--- src/rtl/rsa_pkg.sv ---
// Shared constants, state encoding and helpers for the RSA256 byte-stream wrapper.
package rsa_pkg;

    localparam int KEY_BITS_DEF = 256;
    localparam int CNT_W        = 6;

    typedef logic [2:0] state_t;

    localparam state_t S_GET_N    = 3'd0;
    localparam state_t S_GET_D    = 3'd1;
    localparam state_t S_GET_A    = 3'd2;
    localparam state_t S_CORE_RST = 3'd3;
    localparam state_t S_START    = 3'd4;
    localparam state_t S_WAIT     = 3'd5;
    localparam state_t S_SEND     = 3'd6;

    // True for the states that take operand bytes from the receive stream
    function automatic logic is_rx_state(input state_t s);
        return (s == S_GET_N) || (s == S_GET_D) || (s == S_GET_A);
    endfunction

endpackage

--- src/rtl/byte_shift_reg.sv ---
// Wide register that can be parallel-loaded or shifted left by one byte per cycle.
module byte_shift_reg #(
    parameter int WIDTH = 256
) (
    input  logic             clk_i,
    input  logic             rst_i,
    input  logic             load_i,
    input  logic [WIDTH-1:0] load_value_i,
    input  logic             shift_i,
    input  logic [7:0]       byte_i,
    output logic [WIDTH-1:0] value_o
);

    logic [WIDTH-1:0] value_q;
    logic [WIDTH-1:0] value_d;

    // Load wins over shift; a shift pushes the new byte in at the bottom
    always_comb begin
        value_d = value_q;
        if (load_i) begin
            value_d = load_value_i;
        end else if (shift_i) begin
            value_d = {value_q[WIDTH-9:0], byte_i};
        end
    end

    // Register with asynchronous clear
    always_ff @(posedge clk_i or posedge rst_i) begin
        if (rst_i) begin
            value_q <= '0;
        end else begin
            value_q <= value_d;
        end
    end

    assign value_o = value_q;

endmodule

--- src/rtl/rsa_stream_wrapper.sv ---
// Byte-stream front end for the RSA256 decryption core.
// Collects N, d and ciphertext blocks MSB byte first, runs the core, and
// returns the low KEY_BITS/8-1 bytes of each plaintext block.
// Optional build macro RSA_KEY_RELOAD_EN adds i_key_reload, which makes the
// wrapper accept a fresh N and d after the current block completes.
module rsa_stream_wrapper
    import rsa_pkg::*;
#(
    parameter int KEY_BITS = KEY_BITS_DEF
) (
    input  logic                i_clk,
    input  logic                i_rst,
`ifdef RSA_KEY_RELOAD_EN
    input  logic                i_key_reload,
`endif
    input  logic [7:0]          i_rx_data,
    input  logic                i_rx_valid,
    output logic                o_rx_ready,
    output logic [7:0]          o_tx_data,
    output logic                o_tx_valid,
    input  logic                i_tx_ready,
    output logic                o_core_rst,
    output logic                o_core_start,
    output logic [KEY_BITS-1:0] o_core_n,
    output logic [KEY_BITS-1:0] o_core_d,
    output logic [KEY_BITS-1:0] o_core_a,
    input  logic [KEY_BITS-1:0] i_core_result,
    input  logic                i_core_finished
);

    localparam int IN_BYTES  = KEY_BITS / 8;
    localparam int OUT_BYTES = IN_BYTES - 1;
    localparam int TX_BITS   = KEY_BITS - 8;

    localparam logic [CNT_W-1:0] IN_LAST  = CNT_W'(IN_BYTES - 1);
    localparam logic [CNT_W-1:0] OUT_LAST = CNT_W'(OUT_BYTES - 1);

    state_t             state_q;
    state_t             state_d;
    logic [CNT_W-1:0]   cnt_q;
    logic [CNT_W-1:0]   cnt_d;
    logic               rx_ready_q;

    logic               rx_fire;
    logic               tx_fire;
    logic               n_shift;
    logic               d_shift;
    logic               a_shift;
    logic               tx_load;
    logic               tx_shift;
    logic [TX_BITS-1:0] tx_value;
    logic [7:0]         unused_result_top;

`ifdef RSA_KEY_RELOAD_EN
    logic               reload_q;
    logic               reload_take;
`endif

    // The top result byte is never transmitted, so it is not stored
    assign unused_result_top = i_core_result[KEY_BITS-1 -: 8];

    assign rx_fire = rx_ready_q && i_rx_valid;
    assign tx_fire = (state_q == S_SEND) && i_tx_ready;

    byte_shift_reg #(.WIDTH(KEY_BITS)) u_n_reg (
        .clk_i        (i_clk),
        .rst_i        (i_rst),
        .load_i       (1'b0),
        .load_value_i ('0),
        .shift_i      (n_shift),
        .byte_i       (i_rx_data),
        .value_o      (o_core_n)
    );

    byte_shift_reg #(.WIDTH(KEY_BITS)) u_d_reg (
        .clk_i        (i_clk),
        .rst_i        (i_rst),
        .load_i       (1'b0),
        .load_value_i ('0),
        .shift_i      (d_shift),
        .byte_i       (i_rx_data),
        .value_o      (o_core_d)
    );

    byte_shift_reg #(.WIDTH(KEY_BITS)) u_a_reg (
        .clk_i        (i_clk),
        .rst_i        (i_rst),
        .load_i       (1'b0),
        .load_value_i ('0),
        .shift_i      (a_shift),
        .byte_i       (i_rx_data),
        .value_o      (o_core_a)
    );

    byte_shift_reg #(.WIDTH(TX_BITS)) u_tx_reg (
        .clk_i        (i_clk),
        .rst_i        (i_rst),
        .load_i       (tx_load),
        .load_value_i (i_core_result[TX_BITS-1:0]),
        .shift_i      (tx_shift),
        .byte_i       (8'h00),
        .value_o      (tx_value)
    );

    // Next-state, byte-counter and shift-enable decode for the block sequencer
    always_comb begin
        state_d  = state_q;
        cnt_d    = cnt_q;
        n_shift  = 1'b0;
        d_shift  = 1'b0;
        a_shift  = 1'b0;
        tx_load  = 1'b0;
        tx_shift = 1'b0;
`ifdef RSA_KEY_RELOAD_EN
        reload_take = 1'b0;
`endif
        case (state_q)
            S_GET_N: begin
                if (rx_fire) begin
                    n_shift = 1'b1;
                    if (cnt_q == IN_LAST) begin
                        state_d = S_GET_D;
                        cnt_d   = '0;
                    end else begin
                        cnt_d = cnt_q + 1'b1;
                    end
                end
            end
            S_GET_D: begin
                if (rx_fire) begin
                    d_shift = 1'b1;
                    if (cnt_q == IN_LAST) begin
                        state_d = S_GET_A;
                        cnt_d   = '0;
                    end else begin
                        cnt_d = cnt_q + 1'b1;
                    end
                end
            end
            S_GET_A: begin
`ifdef RSA_KEY_RELOAD_EN
                if (reload_q && (cnt_q == '0)) begin
                    reload_take = 1'b1;
                    state_d     = S_GET_N;
                    if (rx_fire) begin
                        n_shift = 1'b1;
                        cnt_d   = CNT_W'(1);
                    end else begin
                        cnt_d = '0;
                    end
                end else
`endif
                if (rx_fire) begin
                    a_shift = 1'b1;
                    if (cnt_q == IN_LAST) begin
                        state_d = S_CORE_RST;
                        cnt_d   = '0;
                    end else begin
                        cnt_d = cnt_q + 1'b1;
                    end
                end
            end
            S_CORE_RST: begin
                state_d = S_START;
                cnt_d   = '0;
            end
            S_START: begin
                state_d = S_WAIT;
                cnt_d   = '0;
            end
            S_WAIT: begin
                if (i_core_finished) begin
                    tx_load = 1'b1;
                    state_d = S_SEND;
                    cnt_d   = '0;
                end
            end
            S_SEND: begin
                if (tx_fire) begin
                    tx_shift = 1'b1;
                    if (cnt_q == OUT_LAST) begin
                        state_d = S_GET_A;
                        cnt_d   = '0;
`ifdef RSA_KEY_RELOAD_EN
                        if (reload_q) begin
                            reload_take = 1'b1;
                            state_d     = S_GET_N;
                        end
`endif
                    end else begin
                        cnt_d = cnt_q + 1'b1;
                    end
                end
            end
            default: begin
                state_d = S_GET_N;
                cnt_d   = '0;
            end
        endcase
    end

    // State, counter and registered receive-ready; ready follows the next state
    always_ff @(posedge i_clk or posedge i_rst) begin
        if (i_rst) begin
            state_q    <= S_GET_N;
            cnt_q      <= '0;
            rx_ready_q <= 1'b0;
        end else begin
            state_q    <= state_d;
            cnt_q      <= cnt_d;
            rx_ready_q <= is_rx_state(state_d);
        end
    end

`ifdef RSA_KEY_RELOAD_EN
    // Sticky key-reload request, consumed when the sequencer returns to S_GET_N
    always_ff @(posedge i_clk or posedge i_rst) begin
        if (i_rst) begin
            reload_q <= 1'b0;
        end else begin
            reload_q <= (reload_q && !reload_take) || i_key_reload;
        end
    end
`endif

    assign o_rx_ready   = rx_ready_q;
    assign o_tx_valid   = (state_q == S_SEND);
    assign o_tx_data    = tx_value[TX_BITS-1 -: 8];
    assign o_core_rst   = (state_q == S_CORE_RST);
    assign o_core_start = (state_q == S_START);

endmodule
--- config.mk ---
export PLATFORM = sky130hd
export DESIGN_NAME = rsa_stream_wrapper
export DESIGN_NICKNAME = d
export VERILOG_FILES = /design/src/rtl/rsa_pkg.sv /design/src/rtl/byte_shift_reg.sv /design/src/rtl/rsa_stream_wrapper.sv
export SDC_FILE = /design/constraint.sdc
export NUM_CORES = 2
export LEC_CHECK = 0
export BUFFER_PORTS_ARGS = -buffer_cell sky130_fd_sc_hd__buf_2
export CAP_MARGIN = 10
export CORE_AREA = 4 4 405 407
export CTS_BUF_LIST = sky130_fd_sc_hd__clkbuf_8
export CTS_CLUSTER_DIAMETER = 150
export CTS_CLUSTER_SIZE = 24
export DETAILED_ROUTE_END_ITERATION = 7
export DIE_AREA = 0 0 409 411
export PLACE_DENSITY = 0.45
export SKIP_CTS_REPAIR_TIMING = 1
export SYNTH_ARGS = -nofsm -noshare
export SYNTH_HDL_FRONTEND = slang
export SYNTH_SLANG_ARGS = --single-unit
--- constraint.sdc ---
create_clock -name i_clk -period 48.9 [get_ports i_clk]
set_clock_uncertainty 0.1 [all_clocks]
set_input_delay 7.335 -clock i_clk [delete_from_list [all_inputs] [get_ports i_clk]]
set_output_delay 7.335 -clock i_clk [all_outputs]
set_load 0.01 [all_outputs]
# Yosys cells after proc, flatten, opt, wreduce, memory -nomap -nowiden
# Index checks and enable logic that the tools add are counted.
classes:
  addsub: 1
  multipliers: 0
  n_div: 0
  n_lt_le_gt_ge: 0
  n_eq_ne: 13
  shift: 0
  n_mux: 26
  bitwise: 0
  reduce_logical: 9
op_table:
  columns: ["op", "n"]
  rows:
  - ["$mux W248", 2]
  - ["$mux W6", 5]
  - ["$mux W3", 9]
  - ["$pmux W3 S7", 1]
  - ["$pmux W6 S3", 1]
  - ["$eq A6 B5 Y1 const B", 2]
  - ["$eq A3 B2 Y1 const B", 3]
  - ["$eq A3 B3 Y1 const B", 3]
  - ["$mux W1", 8]
  - ["$add A6 B1 Y6 const B", 1]
  - ["$eq A3 B1 Y1 const B", 2]
  - ["$logic_not A3 Y1", 2]
  - ["$ne A2 B1 Y1 const B", 2]
  - ["$reduce_and A3 Y1", 1]
  - ["$reduce_or A3 Y1", 1]
  - ["$logic_and A1 B1 Y1", 2]
  - ["$logic_or A1 B1 Y1", 2]
  - ["$ne A2 B2 Y1 const B", 1]
  - ["$reduce_bool A2 Y1", 1]
totals:
  register_bits: 1026
  latchBits: 0
  ramBits: 0
  romBits: 0
  in_bits: 269
  word_cells: 56
  n_memories: 0

# Longest topological paths before layout
logic_depth:
  depth_word: 7
  mapped_depth: 9
  ltp_nobuf: 6

# Modules after synthesis
# A second synthesis with hierarchy kept.
hier_totals:
  cells_unflattened: 4486
  area_unflattened_um2: 47932.2
by_module_without_submodules:
  columns: ["mod", "n_inst", "cells_each", "area_each_um2", "seq_area_each_um2"]
  rows:
  - ["byte_shift_reg at u_a_reg ...", 3, 1111, 11896.4, 6406.1]
  - ["byte_shift_reg at u_tx_reg", 1, 1076, 11508.5, 6206.0]
  - ["rsa_stream_wrapper", 1, 77, 734.5, 250.2]

# Worst setup path after synthesis
# Ideal clock, no wire load.
synth_timing:
  path_kind: "input -> register"
  startpoint: "in i_rx_valid"
  endpoint: "reg u_n_reg.value_q[0] (netlist: u_n_reg.value_o[0])"
  setup_time_ns: 0.125
  arrival_time_ns: 8.380
  path_slack_ns: 40.296
  cell_stages: 6
  path_cell_list: "nand2_1 > nor2_1 > nand2_1 > clkbuf_1 > buf_2 > mux2_2"
synth_between:
  elab_chain_len: 3
synth_rtl:
  columns: ["item", "line", "rtl"]
  rows:
  - ["start, declared", "rsa_stream_wrapper.sv:17", "input logic i_rx_valid,"]
  - ["$logic_and A1 B1 Y1", "rsa_stream_wrapper.sv:62", "assign rx_fire = rx_ready_q && i_rx_valid;"]
  - ["$mux W1", "rsa_stream_wrapper.sv:119", "if (rx_fire) begin"]
  - ["$mux W1", "rsa_stream_wrapper.sv:117", "case (state_q)"]
  - ["end signal, assigned", "byte_shift_reg.sv:32", "value_q <= value_d;"]
  - ["end, declared", "byte_shift_reg.sv:14", "logic [WIDTH-1:0] value_q;"]
# No other way between the ends.
# A chain may end at the register's enable or synchronous reset.

# Worst setup path in the final report
layout_timing:
  startpoint: "in i_rx_valid"
  endpoint: "reg u_a_reg.value_q[23] (netlist: u_a_reg.value_o[23])"
layout_between:
  elab_chain_len: 3
layout_rtl:
  columns: ["item", "line", "rtl"]
  rows:
  - ["$logic_and A1 B1 Y1", "rsa_stream_wrapper.sv:62", null]
  - ["$mux W1", "rsa_stream_wrapper.sv:153", "if (rx_fire) begin"]
  - ["$mux W1", "rsa_stream_wrapper.sv:117", null]
  - ["end signal, assigned", "byte_shift_reg.sv:32", null]
  - ["end, declared", "byte_shift_reg.sv:14", null]
# No other way between the ends.

==> metrics.log <==
[metrics] Net Count, Synth: ~3600
[metrics] clock input transition at the sequential cells of the worst setup and hold paths: roughly 0.15 ns
[metrics] Vias/cell: ~4.2
[metrics] antenna violations before repair: 33
[metrics] die height: ~410 um
[metrics] top-level port count: ~1000
[metrics] final hold violations: 0
[metrics] worst slew pin tran: ~1.1 ns
[metrics] number of levels in the clock H-tree: 2
[metrics] FFs w/ async S/R, synth: 100%
[metrics] detailed-route wire length: roughly 130000 um
[metrics] hold path start: u_tx_reg.value_o[245]
[metrics] most area-hungry cell type in the Yosys netlist: dfrtp_1
[metrics] Worst VDD drop: around 0.024 mV
[metrics] number of sinks handled by clock tree synthesis: 1026
[metrics] root cell of the clock tree: clkbuf_8
[metrics] CP required: slightly below 50 ns
[metrics] final non-filler cell total: ~6400
[metrics] met3 track demand over resource: under 10%
[metrics] most frequent cells after synthesis: 1026 x dfrtp_1, 1015 x nand2_1, 513 x mux2_2
[metrics] met2 Use GR: 25.3%
[metrics] Static Leakage: roughly 26 nW
[metrics] clock latency of the later-clocked register in the worst-skew pair: about 0.8 ns
[metrics] synthesized area per cell: between 10 and 15 um^2
[metrics] arrival time at the worst endpoint: ~12 ns
[metrics] net count reported at finish: between 4000 and 5000
[metrics] share of final-layout standard cells stronger than drive strength 1: slightly below 40%
[metrics] unique cell type count in the Yosys netlist: 37
[metrics] crit path cell chain: buf_2 -> nand4_1 -> buf_4 -> buf_4 -> buf_4 -> buf_4 -> mux2_2
[metrics] width of the die: 409 um
[metrics] outcome: completed
[metrics] Max stage delay on crit path: approximately 0.84 ns
[metrics] Core Rows: around 150
[metrics] Hold Crit Class: flop to flop
[metrics] register area share after synthesis: about 64%
[metrics] delay-heaviest family, CP: buffers and inverters
[metrics] clock tree from TritonCTS: built
[metrics] reg-to-reg slack, setup: ~44 ns
[metrics] critical path's slowest cell: buf_4
[metrics] synthesized instance count: around 3300
[metrics] IO buf count: 1040
[metrics] final critical path time including I/O delays and setup: 11.04 ns
[metrics] kind of critical path: primary input to flop
[metrics] element type at the critical path start: primary input
[metrics] DRC violation count after routing: 0
[metrics] CTS Buf Count: between 40 and 50
[metrics] number of buffers and inverters on the critical path: 5
[metrics] most area-consuming cells after synthesis: dfrtp_1 64%, mux2_2 14%, nand2_1 9.4%, mux2i_1 6.0%, o21ai_0 3.1%
[metrics] wire length of the first global-routing pass: approximately 190000 um
[metrics] area growth from synthesis to layout: 19.7%
[metrics] CP Max Fanout: 68
[metrics] vias in the first global route: approximately 28000
[metrics] max-cap violation count: 0
[metrics] endpoint type of the worst setup path: flop
[metrics] Global Route Usage Sum: between 10% and 20%
[metrics] setup violators final: 0
[metrics] share of the clock period used by the worst path: between 20% and 30%
[metrics] met1 Use GR: ~18%
[metrics] most instantiated library cell after synthesis: dfrtp_1
[metrics] maximum number of pins on one net before global-route repair: around 200
[metrics] top_reg_cell synth: dfrtp_1
[metrics] Critical Path Most Common Cell: buf_4
[metrics] DRC marker count from the first detailed-route iteration: 1609
[metrics] total non-filler cell area in the finished layout: ~48000 um^2
[metrics] RSZ-0062 raised after global routing: false
[metrics] Routed WL per cell: about 21 um
[metrics] area of the die: ~170000 um^2
[metrics] count of warnings emitted by yosys: 0
[metrics] count of flip-flops with a built-in enable after synthesis: 0
[metrics] r2r startpoint: state_q[2]
[metrics] Placement Cell Area: about 48000 um^2
[metrics] Core ar.: between 150000 and 200000 um^2
[metrics] GR Overflow Total: 0
[metrics] share of the synthesized area in the top cell type: between 60% and 70%
[metrics] Detail Placement HPWL: 97500 um
[metrics] timing startpoint of the critical path: i_rx_valid
[metrics] via count: roughly 27000
[metrics] post-synth design cell area: between 40000 and 50000 um^2
[metrics] initial core utilization: between 20 and 30%
[metrics] power density relative to cell area: between 30 and 40 nW/um^2
[metrics] detailed-routing iteration count for the pre-antenna-repair pass: 5
[metrics] Max-Slew Margin vs Limit: between 20% and 30%
[metrics] post-synthesis register bit count: slightly above 1000
[metrics] Post-DRT Antenna Nets: 0
[metrics] Final Wtd Congestion: 0.852
[metrics] achievable frequency: around 0.09 GHz
[metrics] final-report max-slew violation count: 0
[metrics] maximum root-to-sink buffer count: 3
[metrics] busiest metal layer after global routing: met2
[metrics] Inst Count DP: around 6300
[metrics] final total power: 1.81 mW
[metrics] TNS Setup: 0 ns
[per-layer routing]
metal	wire, um	vias to the layer above	part of all wire, %
met1	53200	13400	41
met5	60	-	0.046
met2	63000	736	48
met3	11600	158	8.8
li1	-	12800	-
met4	3440	8	2.6
[logic make-up after synthesis]
kind of cell             Yosys count  synth area share (%)
buffers and inverters            209                  2.67
flip-flops                      1026                  63.6
AND/OR/NAND/NOR                 1045                  9.86
multiplexers                     753                  20.3
adder cells (fa/ha/maj)            2                0.0620
AO/OA/AOI/OAI                    270                  3.54
[layout make-up]
class,instances,area [um^2]
well taps,2160,2700
clock buffers,49,674
clock inverters,7,75.1
flip-flops and latches,1026,25700
repair buffers,1071,5490
fillers,16900,112000
multi-input cells,2070,13600
inverters,3,18.8
diodes,13,32.5
[worst paths after layout]
kind                       cells past startpoint               endpoint
max                                            7    u_a_reg.value_o[23]
min                                            2  u_tx_reg.value_o[245]
max reg2reg                                    7    u_a_reg.value_o[23]
min reg2reg                                    2  u_tx_reg.value_o[245]
max in group asynchronous                      6    u_d_reg.value_o[33]
min in group asynchronous                      2   u_a_reg.value_o[245]
[registers in the layout (all words and copies together) (netlist names)]
name,flops
cnt_q,6
u_n_reg.value_o,256
o_rx_ready,1
u_tx_reg.value_o,248
state_q,3
u_a_reg.value_o,256
u_d_reg.value_o,256
[worst register-to-register path: stages, from the launching register on]
cell	delay, ns
dfrtp_1	0.59
nor2_1	0.15
nand4_1	0.37
buf_4	0.77
buf_4	0.87
buf_4	0.79
buf_4	0.86
mux2_2	0.52
[placed cells by master (no fill, tap or decap), drive strengths merged]
cell | netlist | routed
a2111o | 1 | 1
nand3 | 2 | 2
o211a | 1 | 1
inv | 3 | 8
nand2 | 1015 | 1015
and3b | 1 | 1
a211o | 1 | 1
clkbuf | 35 | 49
a22oi | 1 | 1
nor4 | 1 | 1
nand4 | 3 | 3
clkinv | 0 | 2
or4 | 1 | 1
a2bb2oi | 2 | 2
mux2i | 240 | 240
buf | 171 | 1071
and3 | 3 | 3
mux2 | 513 | 513
o21ai | 246 | 246
ha | 2 | 2
a31oi | 1 | 1
diode | 0 | 13
nor2b | 4 | 4
or3 | 1 | 1
a21o | 2 | 2
nor3 | 1 | 1
nand2b | 2 | 2
nor4b | 1 | 1
a21oi | 5 | 5
a22o | 10 | 10
dfrtp | 1026 | 1026
nor2 | 9 | 9
nor3b | 1 | 1
[through the flow]
stage	hold WS [ns]	setup slack [ns]	utilization (%)
global placement	0.358	36.90	29.7
global route	0.416	37.63	30.1
detailed placement	0.360	36.92	29.7
floorplan	0.349	12.59	-
finish	0.394	37.86	30.2
CTS	0.392	37.86	30.1
[power by group]
part | internal [mW] | switching (mW)
logic | 0.155 | 0.236
registers | 0.975 | 0.0807
clock network | 0.0947 | 0.272
total | 1.22 | 0.589
Power figures use the tool's default switching activity.
